--- src/rtl/pma_rx_pkg.sv ---
// Shared types and constants for the RX PMA deserialiser / comma aligner.
// Optional feature macro used by the top: PMA_RX_BIT_SLIP_EN.
package pma_rx_pkg;

  // K28.5 comma, bit0 = first received bit ("a"), both running disparities.
  localparam logic [9:0] K28P5_RDN = 10'h17C;
  localparam logic [9:0] K28P5_RDP = 10'h283;

  // Width of the good/miss comma counters (covers thresholds 1..15).
  localparam int CNT_W = 4;

  typedef enum logic [1:0] {
    HUNT   = 2'd0,
    CHECK  = 2'd1,
    LOCKED = 2'd2
  } rx_state_e;

  // Saturating increment: counters stick at all-ones instead of wrapping.
  function automatic logic [CNT_W-1:0] sat_inc(input logic [CNT_W-1:0] v);
    logic [CNT_W-1:0] r;
    if (v == {CNT_W{1'b1}}) begin
      r = v;
    end else begin
      r = v + CNT_W'(1);
    end
    return r;
  endfunction

endpackage

--- src/rtl/pma_comma_det.sv ---
// Combinational K28.5 comma detector over a W-bit window.
// Comma detection exists only for 10-bit words; other widths never match.
module pma_comma_det
  import pma_rx_pkg::*;
#(
  parameter int W = 10
) (
  input  logic [W-1:0] window,
  output logic         match
);

  generate
    if (W == 10) begin : g_cmp
      // Compare the window against both disparities of K28.5.
      always_comb begin
        match = (window == K28P5_RDN) || (window == K28P5_RDP);
      end
    end else begin : g_bypass
      assign match = 1'b0;
    end
  endgenerate

endmodule

--- src/rtl/pma_rx_deser_align.sv ---
// RX PMA path: polarity inversion, serial-to-parallel shifting and
// K28.5 word alignment with a HUNT/CHECK/LOCKED state machine.
// Optional feature macro: PMA_RX_BIT_SLIP_EN (adds the Bit_Slip input).
module pma_rx_deser_align
  import pma_rx_pkg::*;
#(
  parameter int DATA_WIDTH = 10,
  parameter int LOCK_COUNT = 3,
  parameter int LOSS_COUNT = 4
) (
  input  logic                  Bit_Rate_Clk,
  input  logic                  Rst_n,
  input  logic                  Ser_in,
  input  logic                  RxPolarity,
`ifdef PMA_RX_BIT_SLIP_EN
  input  logic                  Bit_Slip,
`endif
  output logic [DATA_WIDTH-1:0] Data_out,
  output logic                  Data_valid,
  output logic                  K285,
  output logic                  Locked
);

  localparam int              PH_W    = (DATA_WIDTH > 2) ? $clog2(DATA_WIDTH) : 1;
  localparam logic [PH_W-1:0] LAST_PH = PH_W'(DATA_WIDTH - 1);
  localparam logic [CNT_W-1:0] LOCK_N = CNT_W'(LOCK_COUNT);
  localparam logic [CNT_W-1:0] LOSS_N = CNT_W'(LOSS_COUNT);
  localparam logic [CNT_W-1:0] ONE_C  = CNT_W'(1);

  // Only the W-1 newest bits are kept: the full window is {new bit, hist_q},
  // and the oldest bit would fall off on the next shift anyway.
  logic [DATA_WIDTH-2:0] hist_q, hist_d;
  logic [DATA_WIDTH-1:0] sr_d;
  logic [PH_W-1:0]       phase_q, phase_d;
  rx_state_e             state_q, state_d;
  logic [CNT_W-1:0]      good_q, good_d;
  logic [CNT_W-1:0]      miss_q, miss_d;
  logic [DATA_WIDTH-1:0] data_out_q, data_out_d;
  logic                  data_valid_q, data_valid_d;
  logic                  k285_q, k285_d;
  logic                  locked_q, locked_d;

  logic bit_s;
  logic match_s;
  logic boundary_s;
  logic realign_s;
  logic slip_s;
  logic emit_s;

`ifdef PMA_RX_BIT_SLIP_EN
  logic slip_q, slip_d;
`endif

  // Comma compare on the post-shift window (includes this cycle's bit).
  pma_comma_det #(.W(DATA_WIDTH)) u_comma_det (
    .window (sr_d),
    .match  (match_s)
  );

  // Next-state logic: shift, alignment FSM, phase counter and word emission.
  always_comb begin
    bit_s      = Ser_in ^ RxPolarity;
    sr_d       = {bit_s, hist_q};
    hist_d     = sr_d[DATA_WIDTH-1:1];
    boundary_s = (phase_q == LAST_PH);

    state_d    = state_q;
    good_d     = good_q;
    miss_d     = miss_q;
    realign_s  = 1'b0;

    case (state_q)
      HUNT: begin
        if (match_s) begin
          realign_s = 1'b1;
          good_d    = ONE_C;
          miss_d    = '0;
          state_d   = (LOCK_N == ONE_C) ? LOCKED : CHECK;
        end else begin
          good_d = '0;
          miss_d = '0;
        end
      end
      CHECK: begin
        if (match_s && boundary_s) begin
          good_d = sat_inc(good_q);
          if (sat_inc(good_q) >= LOCK_N) begin
            state_d = LOCKED;
            miss_d  = '0;
          end else begin
            state_d = CHECK;
          end
        end else if (match_s) begin
          // Comma found at a new position: move the boundary here.
          realign_s = 1'b1;
          good_d    = ONE_C;
        end else begin
          good_d = good_q;
        end
      end
      LOCKED: begin
        if (match_s && boundary_s) begin
          miss_d = '0;
        end else if (match_s) begin
          // Off-boundary comma while locked: count it, never move the boundary.
          if (sat_inc(miss_q) >= LOSS_N) begin
            state_d = HUNT;
            good_d  = '0;
            miss_d  = '0;
          end else begin
            miss_d = sat_inc(miss_q);
          end
        end else begin
          miss_d = miss_q;
        end
      end
      default: begin
        state_d = HUNT;
        good_d  = '0;
        miss_d  = '0;
      end
    endcase

`ifdef PMA_RX_BIT_SLIP_EN
    slip_d = Bit_Slip;
    slip_s = Bit_Slip & ~slip_q & (state_q != LOCKED);
`else
    slip_s = 1'b0;
`endif

    // Realign wins over a slip and over the free-running boundary; a slip
    // holds the phase one cycle so the boundary is pushed one bit later.
    if (realign_s) begin
      emit_s  = 1'b1;
      phase_d = '0;
    end else if (slip_s) begin
      emit_s  = 1'b0;
      phase_d = phase_q;
    end else if (boundary_s) begin
      emit_s  = 1'b1;
      phase_d = '0;
    end else begin
      emit_s  = 1'b0;
      phase_d = phase_q + PH_W'(1);
    end

    if (emit_s) begin
      data_out_d = sr_d;
    end else begin
      data_out_d = data_out_q;
    end
    data_valid_d = emit_s;
    k285_d       = emit_s & match_s;
    locked_d     = (state_d == LOCKED);
  end

  // State and output registers; async reset discards any partial word.
  always_ff @(posedge Bit_Rate_Clk or negedge Rst_n) begin
    if (!Rst_n) begin
      hist_q       <= '0;
      phase_q      <= '0;
      state_q      <= HUNT;
      good_q       <= '0;
      miss_q       <= '0;
      data_out_q   <= '0;
      data_valid_q <= 1'b0;
      k285_q       <= 1'b0;
      locked_q     <= 1'b0;
    end else begin
      hist_q       <= hist_d;
      phase_q      <= phase_d;
      state_q      <= state_d;
      good_q       <= good_d;
      miss_q       <= miss_d;
      data_out_q   <= data_out_d;
      data_valid_q <= data_valid_d;
      k285_q       <= k285_d;
      locked_q     <= locked_d;
    end
  end

`ifdef PMA_RX_BIT_SLIP_EN
  // Previous Bit_Slip level for rising-edge detection.
  always_ff @(posedge Bit_Rate_Clk or negedge Rst_n) begin
    if (!Rst_n) begin
      slip_q <= 1'b0;
    end else begin
      slip_q <= slip_d;
    end
  end
`endif

  assign Data_out   = data_out_q;
  assign Data_valid = data_valid_q;
  assign K285       = k285_q;
  assign Locked     = locked_q;

endmodule

--- config.mk ---
export PLATFORM = sky130hd
export DESIGN_NAME = pma_rx_deser_align
export DESIGN_NICKNAME = d
export VERILOG_FILES = /design/src/rtl/pma_rx_pkg.sv /design/src/rtl/pma_comma_det.sv /design/src/rtl/pma_rx_deser_align.sv
export SDC_FILE = /design/constraint.sdc
export NUM_CORES = 1
export LEC_CHECK = 0
export ABC_CLOCK_PERIOD_IN_PS = 3090
export BUFFER_PORTS_ARGS = -buffer_cell sky130_fd_sc_hd__buf_4
export CAP_MARGIN = 20
export CORE_MARGIN = 8
export CORE_UTILIZATION = 40
export CTS_CLUSTER_DIAMETER = 40
export CTS_CLUSTER_SIZE = 40
export DETAILED_ROUTE_END_ITERATION = 8
export GPL_TIMING_DRIVEN = 0
export RECOVER_POWER = 50
export SYNTH_ARGS = -nofsm -noshare
export SYNTH_HDL_FRONTEND = slang
export SYNTH_SLANG_ARGS = --single-unit
export TNS_END_PERCENT = 50
--- constraint.sdc ---
create_clock -name Bit_Rate_Clk -period 3.09 [get_ports Bit_Rate_Clk]
set_input_delay 0.4635 -clock Bit_Rate_Clk [delete_from_list [all_inputs] [get_ports Bit_Rate_Clk]]
set_output_delay 0.4635 -clock Bit_Rate_Clk [all_outputs]
set_load 0.02 [all_outputs]
======== Word level (Yosys, flattened, before mapping) ========
Index checks and enable logic that the tools add are counted.
storage, ports and cells
  register bits ........................... 36
  input bits .............................. 4
  output and inout bits ................... 13
operators by class
  $add $sub $neg .......................... 3
  magnitude comparators ................... 2
  equal/unequal tests ..................... 15
  muxes and demuxes ....................... 34
  bitwise logic cells ..................... 2
  reduce and logical (&&, ||, !) cells .... 5
operators with widths
  cell                                                                number
  2-to-1 mux 4 bit                                                    19
  adder 4 x 1 -> 4 bit (second input constant)                        3
  equality test 4 bit (second input constant)                         3
  2-to-1 mux 2 bit                                                    6
  one-hot mux 4 bit (3 select lines)                                  1
  equality test 10 bit (second input constant)                        1
  equality test 10 x 9 -> 1 bit (second input constant)               1
  != test 2 bit (second input constant)                               5
  one-hot mux 4 bit (2 select lines)                                  1
  != test 3 bit (second input constant)                               2
  one-hot mux 2 bit (3 select lines)                                  1
  2-to-1 mux 1 bit                                                    5
  equality test 2 bit (second input constant)                         2
  greater-or-equal comparator 4 x 2 -> 1 bit (second input constant)  1
  greater-or-equal comparator 4 x 3 -> 1 bit (second input constant)  1
  AND reduction 4 bit                                                 1
  AND reduction 3 bit                                                 1
  equality test 2 x 1 -> 1 bit (second input constant)                1
  zero test 2 bit                                                     1
  one-hot mux 1 bit (2 select lines)                                  1
  bitwise AND 1 bit                                                   1
  logical AND 1 bit                                                   1
  logical OR 1 bit                                                    1
  bitwise XOR 1 bit                                                   1

======== Logic depth before layout (Yosys ltp) ========
Gate-level depths: netlist of run 1.
  depth after elaboration ................. 12
  mapped depth ............................ 9
  depth with buffers taken out ............ 8

======== By module ========
Synthesis of run 1 repeated with hierarchy kept, for this count alone.
second synthesis, totals
  cell total of the unflattened synthesis .. 139
  area, all modules ....................... 1664.1 sq um
modules (own cells, without submodules)
  module              times used  cells each  area an instance (sq um)
  pma_rx_deser_align  1           132         1599.0
  pma_comma_det       1           7           65.1

======== Worst setup path after synthesis of run 1 ========
OpenSTA, ideal clock, no wires.
  kind .................................... input to register
  start point ............................. in RxPolarity
  end point ............................... reg data_out_q[6], in the netlist Data_out[6]
  arrival time ............................ 1.809 ns
  required time ........................... 2.963 ns
  path slack .............................. 1.153 ns
  stages on the path ...................... 7
  path buffers ............................ 1
  cells stage by stage .................... xnor2_2 -> inv_1 -> nor4_4 -> a31oi_4 -> o21ai_4 -> buf_4 -> mux2_1
on the way
  longest elaborated chain between the ends .. 7
  elaborated cells on any way between the ends .. 9
  those cells by class .................... eq/ne (2); mux (4); bitwise (1); reduce/logical (2)
ends and longest elaborated chain
  item                                                                          RTL line                                                                      text
  start, declared                                                               pma_rx_deser_align.sv:14                                                      input logic RxPolarity,
  bitwise XOR 1 bit *                                                           pma_rx_deser_align.sv:62                                                      bit_s = Ser_in ^ RxPolarity;
  via bit_s                                                                     pma_rx_deser_align.sv:43                                                      logic bit_s;
  equality test 10 x 9 -> 1 bit / equality test 10 bit (equally long branches)  pma_comma_det.sv:16                                                           match = (window == K28P5_RDN) || (window == K28P5_RDP);
  logical OR 1 bit *                                                            pma_comma_det.sv:16
  2-to-1 mux 1 bit / logical AND 1 bit (equally long branches)                  pma_rx_deser_align.sv:74, pma_rx_deser_align.sv:93, pma_rx_deser_align.sv:85
  2-to-1 mux 1 bit                                                              pma_rx_deser_align.sv:85                                                      if (match_s && boundary_s) begin
  one-hot mux 1 bit (2 select lines) *                                          pma_rx_deser_align.sv:72                                                      case (state_q)
  2-to-1 mux 1 bit *                                                            pma_rx_deser_align.sv:133                                                     if (realign_s) begin
  via data_valid_d                                                              pma_rx_deser_align.sv:39                                                      logic data_valid_q, data_valid_d;
  end signal, assigned                                                          pma_rx_deser_align.sv:175                                                     data_out_q <= data_out_d;
  end, declared                                                                 pma_rx_deser_align.sv:38                                                      logic [DATA_WIDTH-1:0] data_out_q, data_out_d;
The timed path passes the listed nets; every way through them passes the cells marked *.
A chain may end at the register's enable or synchronous reset.

======== Worst setup path in the final report of run 1 ========
  start point ............................. reg good_q[0]
  end point ............................... reg miss_q[1]
on the way
  longest elaborated chain between the ends .. 7
  elaborated cells on any way between the ends .. 8
  those cells by class .................... add/sub (1); order compare (1); eq/ne (2); mux (3); reduce/logical (1)
ends and longest elaborated chain
  item                                                                RTL line                            text
  start, declared                                                     pma_rx_deser_align.sv:36            logic [CNT_W-1:0] good_q, good_d;
  start signal, assigned                                              pma_rx_deser_align.sv:173           good_q <= good_d;
  adder 4 x 1 -> 4 bit / equality test 4 bit (equally long branches)  pma_rx_pkg.sv:24, pma_rx_pkg.sv:21
  2-to-1 mux 4 bit *                                                  pma_rx_pkg.sv:21                    if (v == {CNT_W{1'b1}}) begin
  2-to-1 mux 4 bit *                                                  pma_rx_deser_align.sv:85
  2-to-1 mux 4 bit *                                                  pma_rx_deser_align.sv:72
  greater-or-equal comparator 4 x 2 -> 1 bit *                        pma_rx_deser_align.sv:87            if (sat_inc(good_q) >= LOCK_N) begin
  != test 2 bit (no source line) *                                    -
  AND reduction 3 bit (no source line) *                              -
  end signal, assigned                                                pma_rx_deser_align.sv:174           miss_q <= miss_d;
  end, declared                                                       pma_rx_deser_align.sv:37            logic [CNT_W-1:0] miss_q, miss_d;
Mark *: on every way between the ends. The rest lies on a longest branch, timed or not. The select of a mux whose other input is x is not followed.

==> results.md, run 1 <==
- Status: finished, violations left
- Failing checks: max-capacitance violations, max-slew violations
- Die Y-Extent: between 70 and 80 µm
- Largest net degree at the start of global routing: 37
- Yosys top cell by area: dfrtp_1
- Largest family of logic cells by synthesized area: simple AND/OR/NAND/NOR gates
- Transition time at the pin with the least slew margin: 1835 ps
- HP Class: flop to flop
- I/O pin cnt: 17
- Port bufs: 16
- Power Density: 878.9 nW/µm²
- CTS clock-pin slew for the worst setup and hold paths: 70 ps
- Sequential area share after synthesis: 0.5634
- Synthesis-to-finish area growth: 19.09%
- CP Launch Type: flop
- GP Congestion: 0.7854
- CTS H-tree lvls: 2
- GR Util All Layers: 0.1047
- RSZ-0062 raised after global routing: no
- Initial antenna violation count: 0
- 1st-iter DRT viols: 35
- DR vias/cell: about 5.2
- Mapped Cells: approximately 140
- Final Util: 0.4866
- Slew margin rel.: -0.2236
- Seq cells post-synth: 36
- Final setup violating endpoints: 0
- Crit. End Element: flop
- Width of the die: 79.23 µm
- Synth area leaders: dfrtp_1 (56%), mux2_1 (7.7%), nor2_1 (3.5%)
- Tcrit/Tclk final: 0.6731
- Design Area, Final: 1904 µm²
- Post-CTS Setup Bufs: 0
- Final Power: between 0.0015 and 0.002 W
- Clock Skews: 5.690 ps
- Post-synth top flop: dfrtp_1
- Synthesized cell area: 1599 µm²
- Post-synth cell types: 38
- Syn Area/Cell: 11.84 µm²
- Vias in the first global route: 1,101
- Hpwl dp: 2121 µm
- XOR/XNOR Fraction of Synth Area: 0.02113
- Setup_tns: 0 ps
- Max Clk Rate: ~0.48 GHz
- Crit path time final: 2080 ps
- Max Fanout on Critical Path: 7
- Placed Area: about 1800 µm²
- Leak: 0.8288 nW
- Commonest cells in the netlist: dfrtp_1 (36), nor2_1 (15), mux2_1 (11), nand2_1 (11), inv_1 (6)
- Clock Tree Buf Depth: 2
- Vias: 1,086
- Max_cap viols: 1
- Die ar.: between 6000 and 7000 µm²
- Routed wire length: 2912 µm
- DRC viols: 0
- Core area: roughly 3900 µm²
- Most common cell in the netlist: dfrtp_1
- CTS tree: done
- Clk sinks: 36
- Post_cts resized: 0
- Simple-gate share of the synthesized area: 0.1682
- Ys async rst share: 1.000
- Routed WL per cell: between 10 and 15 µm
- Post-synthesis adder-cell area fraction: 0.03130
- WP data required: 3260 ps
- Max-slew violation count: 37
- CTS root buffer: clkbuf_8
- Row cnt: 23
- Layout cells sized above 1: 0.2201
- Starting Density: 0.4086
- Post-synth EDFFs: 0
- Fin nets: roughly 170
- Worst VDD drop: 0.0003917 V
- CP Class: flop to flop
- Remaining Overflow, GRT: 0
- Cts hold-fix bufs: 0
- Compound-gate portion of the synthesized area: 0.1111
- Worst EP arrival: 2250 ps
- Antenna-violating nets left: 0
- Syn_nets: 143
- ANT cells: 0
- Post-synthesis mux area share: 0.07746
- Final WS setup: between 1000 and 1500 ps
- Pre-CTS WS: approximately 770 ps
- CTS buffer count: 5
- Synth warn: 0
- Yosys top cell area share: 0.5634
- First-pass GRT wire length: 5209 µm
- DRT Pass-1 Iters: 4
- Final hold violation count: 0
- Clk Latency, worst-skew pair: about 280 ps
==> critical path: stages, from the launching register on <==
cell,delay (ps)
dfrtp_1,460
ha_1,220
and2_1,180
a21oi_1,70
nor3_1,340
nor3_1,80
o21ai_1,270
mux2_1,360
==> final cells by class <==
cell class,count,area [µm²]
Clock buffer,7,96.34
Inverter,6,22.52
Fill cell,380,2009
Clock inverter,1,30.03
Buffer,4,21.27
Multi-Input combinational cell,89,654.4
Sequential cell,36,900.9
Tap cell,50,62.56
Timing Repair Buffer,16,116.4
==> placed cells by master (no fill, tap or decap), types with 2 or more instances in the layout <==
cell type	netlist	layout
and2_1	3	3
or2_2	2	2
clkbuf_8	0	7
inv_1	6	6
buf_4	1	16
nand2_1	11	11
a21oi_1	5	5
dfrtp_1	36	36
o21ai_1	3	3
mux2_1	11	11
nor3_1	3	3
nor2b_1	2	2
clkbuf_1	1	2
nor2_1	15	15
o31a_1	2	2
buf_2	2	2
ha_1	4	4
nand3_1	3	3
o22a_1	3	3
o22ai_1	3	3
==> metal layers <==
layer,track usage,vias to the layer above,share of wire
met5,0,-,0
met4,0.03333,0,0.014
met3,0.05192,6,0.066
met2,0.1717,22,0.50
met1,0.1158,539,0.42
li1,-,519,-
==> state kept, by name (all words and copies together) (netlist names) <==
register    flops
hist_q          9
Data_valid      1
phase_q         4
good_q          4
state_q         2
K285            1
miss_q          4
Data_out       10
Locked          1
==> where the power goes <==
part	internal, W	total (W)	switching (W)	leakage [nW]
combinational	0.000248	0.000553	0.000304	0.330
sequential	0.000596	0.000673	0.0000771	0.435
clock	0.000285	0.000448	0.000163	0.0645
total	0.00113	0.00167	0.000544	0.829
==> worst paths after layout <==
path,slack (ps),startpoint,endpoint,cells after the start
min in group asynchronous,670,Rst_n,Locked,1
worst min register to register,430,hist_q[5],hist_q[4],0
max in group asynchronous,1360,Rst_n,good_q[1],1
worst min-delay path,430,hist_q[5],hist_q[4],0
worst max register to register,1010,good_q[0],miss_q[1],7
worst max-delay path,1010,good_q[0],miss_q[1],7
==> stage by stage <==
stage / cells / hold slack (ps)
2_1_floorplan: 135 / 167.9
3_5_place_dp: 201 / 418.3
6_report: 209 / 434.7
3_3_place_gp: 201 / 403.7
5_1_grt: 209 / 452.1
4_1_cts: 209 / 138.5
==> cell families after synthesis <==
logic type / after synthesis
and+or+nand+nor: 48
DFF: 36
AOI/OAI and AO/OA: 23
muxes: 11
buffers and inverters: 10
adders and majority gates: 4
xor gates and xnor gates: 3
Power figures use the tool's default switching activity.
==> run 2: changes to the inputs <==
- ABC_CLOCK_PERIOD_IN_PS: 3090 -> 1700
- clock period: 3.09 -> 1.7 ns (I/O delays scaled with it)
==> results.md, run 2 (synthesis results as in run 1) <==
- Core area: 3914 µm² (unchanged)
- R2R depth: 8 (was 7)
- Die Y-Extent: 79.23 µm (unchanged)
- Setup_tns: -1885 ps (was 0 ps)
- Worst Setup SP: phase_q[1] (was good_q[0])
- Routed WL per cell: 14.02 µm (was 13.93 µm)
- CTS tree: done (unchanged)
- Routed wire length: 3140 µm (was 2912 µm)
- Die ar.: 6277 µm² (unchanged)
- CP Launch Type: flop (unchanged)
- Largest net degree at the start of global routing: 37 (unchanged)
- Slowest-stage cell, CP: or3_4 (was dfrtp_1)
- DRT Pass-1 Iters: 4 (unchanged)
- Worst EP arrival: 2070 ps (was 2250 ps)
- Layout cells sized above 1: 0.4253 (was 0.2201)
- HP Class: input port to flop (was flop to flop)
- CTS clock-pin slew for the worst setup and hold paths: 60 ps (was 70 ps)
- CTS H-tree lvls: 2 (unchanged)
- Fin nets: 182 (was 166)
- Final WS setup: -152.5 ps (was 1010 ps)
- Starting Density: 0.4086 (unchanged)
- Worst R2R End: good_q[3] (was miss_q[1])
- I/O pin cnt: 17 (unchanged)
- Worst path max stage delay: 430 ps (was 460 ps)
- Max Clk Rate: 0.5398 GHz (was 0.4808 GHz)
- Flop-to-flop setup slack: -150 ps (was 1010 ps)
- WP data required: 1920 ps (was 3260 ps)
- 1st-iter DRT viols: 80 (was 35)
- Worst-path cell chain: inv_1, ha_1, nand2_1, or2_4, clkbuf_8, or3_4, a31oi_4, o22a_1 (was ha_1, and2_1, a21oi_1, nor3_1, nor3_1, o21ai_1, mux2_1)
- DR vias/cell: 5.089 (was 5.196)
- Vias in the first global route: 1,181 (was 1,101)
- Synthesis-to-finish area growth: 35.68% (was 19.09%)
- CTS buffer count: 5 (unchanged)
- Vias: 1,140 (was 1,086)
- Clk sinks: 36 (unchanged)
- First-pass GRT wire length: 5423 µm (was 5209 µm)
- Final setup violating endpoints: 18 (was 0)
- Tcrit/Tclk final: 1.090 (was 0.6731)
- Slew margin rel.: 0.7035 (was -0.2236)
- Transition time at the pin with the least slew margin: 444.8 ps (was 1835 ps)
- Crit path time final: 1853 ps (was 2080 ps)
- Remaining Overflow, GRT: 0 (unchanged)
- Worst VDD drop: 0.0008892 V (was 0.0003917 V)
- GR Util All Layers: 0.1085 (was 0.1047)
- Commonest non-fill, non-tap cell in the layout: dfrtp_1 (unchanged)
- Max_cap viols: 0 (was 1)
- Antenna-violating nets left: 0 (unchanged)
- RSZ-0062 raised after global routing: yes (was no)
- Row cnt: 23 (unchanged)
- Failing checks: negative setup slack (was max-capacitance violations, max-slew violations)
- DRC viols: 0 (unchanged)
- Clock Tree Buf Depth: 2 (unchanged)
- CTS root buffer: clkbuf_8 (unchanged)
- Width of the die: 79.23 µm (unchanged)
- CP Class: flop to flop (unchanged)
- Initial antenna violation count: 0 (unchanged)
- Clk Latency, worst-skew pair: 280 ps (about the same)
- ANT cells: 0 (unchanged)
- Hpwl dp: 2078 µm (was 2121 µm)
- R2r startpoint: phase_q[1] (was good_q[0])
- Largest register FFs: 10 (unchanged)
- Max-slew violation count: 0 (was 37)
- Power Density: 1509 nW/µm² (was 878.9 nW/µm²)
- Port bufs: 16 (unchanged)
- Fill cells: 355 (was 380)
- Status: finished, violations left (unchanged)
- Clock Skews: 4.096 ps (was 5.690 ps)
- CP Capture Point: good_q[3] (was miss_q[1])
- Max Fanout on Critical Path: 10 (was 7)
- Leak: 0.9575 nW (was 0.8288 nW)
- Filler-free cell count of the finished design: 224 (was 209)
- Crit. End Element: flop (unchanged)
- Most frequent cells in the layout: dfrtp_1 (35), buf_4 (28), nor2_1 (14), nand2_1 (11), mux2_4 (9) (was dfrtp_1 (36), buf_4 (16), nor2_1 (15), nand2_1 (11), mux2_1 (11))
- Final hold violation count: 0 (unchanged)
- Placed instance count: 201 (unchanged)
- GP Congestion: 0.8217 (was 0.7854)
==> run 2: area by class of cell <==
class / count / area [µm²] / area share
inverter: 6 / 22.52 / 0.01038
timing repair buffer: 32 / 256.5 / 0.1182
buffer: 4 / 41.29 / 0.01903
tap: 50 / 62.56 / 0.02884
clock buffer: 7 / 96.34 / 0.04441
multi-input combinational: 89 / 788.3 / 0.3633
sequential: 36 / 902.1 / 0.4158
==> run 2: per-stage QoR <==
stage | cell area (µm²) | hold WS (ps) | total power, W | setup slack (ps) | utilization
final | 2170 | 333.3 | 0.003273 | -152.5 | 0.5543
after global routing | 2170 | 319.6 | 0.003494 | -250.6 | 0.5543
after CTS | 2076 | 322.5 | 0.003249 | -124.9 | 0.5304
after detailed placement | 1819 | 236.8 | 0.002346 | -353.6 | 0.4648
after global placement | 1819 | 234.0 | 0.002309 | -339.4 | 0.4648
after floorplan | 1637 | -40.59 | 0.001970 | -74.31 | -
==> run 2: how the worst min path moves through the flow <==
stage,endpoint,start,cells after the start,slack [ps]
3_5_place_dp,miss_q[2],Rst_n,1,240
4_1_cts,Data_out[9],Ser_in,3,320
5_1_grt,Data_out[9],Ser_in,3,320
3_3_place_gp,miss_q[2],Rst_n,1,230
2_1_floorplan,Data_out[0],Rst_n,0,-40
6_report,Data_out[9],Ser_in,3,330
==> run 2: power by group <==
group / internal (W) / switching [W]
sequential: 0.00109 / 0.000145
clock: 0.000360 / 0.000274
combinational: 0.000760 / 0.000648
total: 0.00221 / 0.00107
==> run 2: critical path, delay by kind of cell, from the launching register on <==
family | cells | cell delay (ps)
compound gates | 2 | 310
fa+ha+maj | 1 | 130
buf+inv | 2 | 230
simple gates | 3 | 720
flops | 1 | 400
==> run 2: what timing repair did <==
item                                   in CTS  in global routing
setup endpoints to repair                  20                 25
gates cloned                                0                  1
hold buffers                                1                  0
endpoints found under the hold margin      36                  0
buffers inserted                           11                  3
pin swaps                                   3                 12
gates resized for setup                    13                 11
==> run 2: metal layers <==
layer	wire length, µm	part of all wire	track usage	up-vias
met2	1566	0.50	0.1849	21
met1	1351	0.43	0.1172	567
met5	0	0	0	-
met3	155	0.049	0.04515	7
met4	67	0.021	0.04074	0
li1	-	-	-	545
==> run 3: changes to the inputs <==
--- a/config.mk
+++ b/config.mk
@@ -10,5 +10,5 @@
 export CAP_MARGIN = 20
 export CORE_MARGIN = 8
-export CORE_UTILIZATION = 40
+export CORE_UTILIZATION = 30
 export CTS_CLUSTER_DIAMETER = 40
 export CTS_CLUSTER_SIZE = 40
@@ -16,4 +16,5 @@
 export GPL_TIMING_DRIVEN = 0
 export RECOVER_POWER = 50
+export REMOVE_ABC_BUFFERS = 1
 export SYNTH_ARGS = -nofsm -noshare
 export SYNTH_HDL_FRONTEND = slang
==> constraint.sdc (replaced) <==
create_clock -name Bit_Rate_Clk -period 1.7 [get_ports Bit_Rate_Clk]
set_input_delay 0.085 -clock Bit_Rate_Clk [delete_from_list [all_inputs] [get_ports Bit_Rate_Clk]]
set_output_delay 0.085 -clock Bit_Rate_Clk [all_outputs]
set_load 0.02 [all_outputs]
==> results.md, run 3 (synthesis results as in run 1) <==
- Layout cells sized above 1: 0.3860 (was 0.4253)
- Crit. End Element: flop (unchanged)
- Core area: 5140 µm² (was 3914 µm²)
- RSZ-0062 raised after global routing: yes (unchanged)
- Slowest-stage cell, CP: dfrtp_1 (was or3_4)
- Placed Area: 1785 µm² (was 1819 µm²)
- Largest register FFs: 10 (unchanged)
- Commonest non-fill, non-tap cell in the layout: dfrtp_1 (unchanged)
- Clock Tree Buf Depth: 2 (unchanged)
- CP top delay family: simple AND/OR/NAND/NOR gates (unchanged)
- Die Y-Extent: 89.01 µm (was 79.23 µm)
- I/O pin cnt: 17 (unchanged)
- Setup_tns: -1953 ps (was -1885 ps)
- Hpwl dp: 2033 µm (was 2078 µm)
- Clk sinks: 36 (unchanged)
- R2r startpoint: hist_q[0] (was phase_q[1])
- Clock Skews: 7.940 ps (was 4.096 ps)
- GP Congestion: 0.8397 (was 0.8217)
- CTS clock-pin slew for the worst setup and hold paths: 70 ps (was 60 ps)
- Final hold violation count: 0 (unchanged)
- Max Clk Rate: 0.5422 GHz (was 0.5398 GHz)
- Final WS setup: -144.3 ps (was -152.5 ps)
- Status: finished, violations left (unchanged)
- CTS buffer count: 5 (unchanged)
- HP Class: input port to flop (unchanged)
- CP Class: flop to flop (unchanged)
- CTS root buffer: clkbuf_8 (unchanged)
- ANT cells: 0 (unchanged)
- 1st-iter DRT viols: 100 (was 80)
- DRT Pass-1 Iters: 4 (unchanged)
- Vias: 1,146 (was 1,140)
- CP Launch Type: flop (unchanged)
- Max Fanout on Critical Path: 4 (was 10)
- Transition time at the pin with the least slew margin: 873.2 ps (was 444.8 ps)
- Antenna-violating nets left: 0 (unchanged)
- Worst-path cell chain: nand3b_1, nor4_4, buf_4, a31oi_2, nand3_1, o21ai_4, mux2_4 (was inv_1, ha_1, nand2_1, or2_4, clkbuf_8, or3_4, a31oi_4, o22a_1)
- Die ar.: 7922 µm² (was 6277 µm²)
- Vias in the first global route: 1,297 (was 1,181)
- WP data required: 1870 ps (was 1920 ps)
- Crit path time final: 1844 ps (was 1853 ps)
- Remaining Overflow, GRT: 0 (unchanged)
- Flop-to-flop setup slack: -140 ps (was -150 ps)
- DRC viols: 0 (unchanged)
- Final setup violating endpoints: 20 (was 18)
- Failing checks: negative setup slack (unchanged)
- Port bufs: 16 (unchanged)
- Synthesis-to-finish area growth: 35.45% (was 35.68%)
- Max_cap viols: 0 (unchanged)
- CP bufs+invs: 1 (was 2)
- Most frequent cells in the layout: dfrtp_1 (34), buf_4 (27), nor2_1 (14), nand2_1 (11), mux2_1 (7) (was dfrtp_1 (35), buf_4 (28), nor2_1 (14), nand2_1 (11), mux2_4 (9))
- Clk Latency, worst-skew pair: 290 ps (was 280 ps)
- Worst R2R End: miss_q[0] (was good_q[3])
- Largest net degree at the start of global routing: 37 (unchanged)
- CTS H-tree lvls: 2 (unchanged)
- Starting Density: 0.3111 (was 0.4086)
- Row cnt: 26 (was 23)
- CTS tree: done (unchanged)
- Fill cells: 490 (was 355)
- First-pass GRT wire length: 6085 µm (was 5423 µm)
- Worst VDD drop: 0.0008757 V (was 0.0008892 V)
- Power Density: 1451 nW/µm² (was 1509 nW/µm²)
- Number of stages on the worst setup path: 7 (was 8)
- Worst EP arrival: 2020 ps (was 2070 ps)
- Design Area, Final: 2166 µm² (was 2170 µm²)
- Routed wire length: 3503 µm (was 3140 µm)
- Leak: 0.9162 nW (was 0.9575 nW)
- CP Capture Point: miss_q[0] (was good_q[3])
- GR Util All Layers: 0.09975 (was 0.1085)
- Width of the die: 89.01 µm (was 79.23 µm)
- Final Power: 0.003143 W (was 0.003273 W)
- Worst path max stage delay: 370 ps (was 430 ps)
- Tcrit/Tclk final: 1.085 (was 1.090)
- Slew margin rel.: 0.4179 (was 0.7035)
- Worst Setup SP: hist_q[0] (was phase_q[1])
- Max-slew violation count: 0 (unchanged)
- DR vias/cell: 4.755 (was 5.089)
- Final Util: 0.4214 (was 0.5543)
- Initial antenna violation count: 0 (unchanged)
- R2R depth: 7 (was 8)
- Fin nets: 178 (was 182)
- Routed WL per cell: 14.54 µm (was 14.02 µm)
-- run 3: cell count changes in the layout (fill, tap and decap cells not counted), moves of 2 or more --
cell      change
buf_2         -2
clkbuf_8      -3
mux2_4        -5
mux2_1        +5
nor3_2        -2
buf_6         -2
a21oi_2       +2
a21oi_1       -2
-- run 3: worst reg2reg max path: cells and delay by family (launching register included) --
kind / cells / cell delay [ps]
buffers and inverters: 1 / 170
AOI/OAI and AO/OA: 2 / 150
and+or+nand+nor: 3 / 720
DFF: 1 / 370
muxes: 1 / 300
-- run 3: timing repair --
| item | in CTS | in global routing |
|---|---|---|
| endpoints found under the hold margin | 36 | 0 |
| buffers inserted | 11 | 3 |
| gates resized for setup | 19 | 10 |
| cloned | 1 | 0 |
| pin swaps | 12 | 4 |
| setup endpoints to repair | 24 | 21 |
| hold buffers | 1 | 0 |
-- run 3: worst min-delay path by stage --
stage               cells past startpoint  startpoint           to  slack, ps
detailed placement                      1       Rst_n       Locked         70
global route                            3      Ser_in    hist_q[8]        230
finish                                  3      Ser_in    hist_q[8]        200
CTS                                     3      Ser_in    hist_q[8]        150
global placement                        1       Rst_n    miss_q[3]         60
floorplan                               0       Rst_n  Data_out[0]       -210
-- run 3: final cells by class --
class | instances | area [µm²] | share of cell area
clock inverter | 2 | 35.03 | 0.01618
sequential | 36 | 903.4 | 0.4171
tap | 70 | 87.58 | 0.04044
clock buffer | 6 | 72.57 | 0.03351
timing repair buffer | 31 | 249.0 | 0.1150
multi-input combinational | 90 | 795.8 | 0.3674
inverter | 6 | 22.52 | 0.01040
-- run 3: power by group --
part           switching (W)  total, W  internal, W
clock network       0.000300  0.000735     0.000435
registers           0.000167   0.00125      0.00108
logic               0.000592   0.00116     0.000565
total                0.00106   0.00314      0.00208
-- run 3: metal layers --
metal | up-vias | wire [µm] | global-route usage
met1 | 576 | 1478 | 0.1118
li1 | 542 | - | -
met3 | 8 | 195 | 0.04412
met4 | 0 | 67 | 0.03323
met5 | - | 0 | 0
met2 | 20 | 1762 | 0.1651
-- run 3: through the flow --
step	hold WS [ps]	instances	setup slack [ps]
floorplan	-210.6	131	-167.1
global placement	59.40	217	-345.2
detailed placement	67.72	217	-393.2
CTS	147.6	238	-131.5
global route	232.2	241	-267.2
finish	196.4	241	-144.3
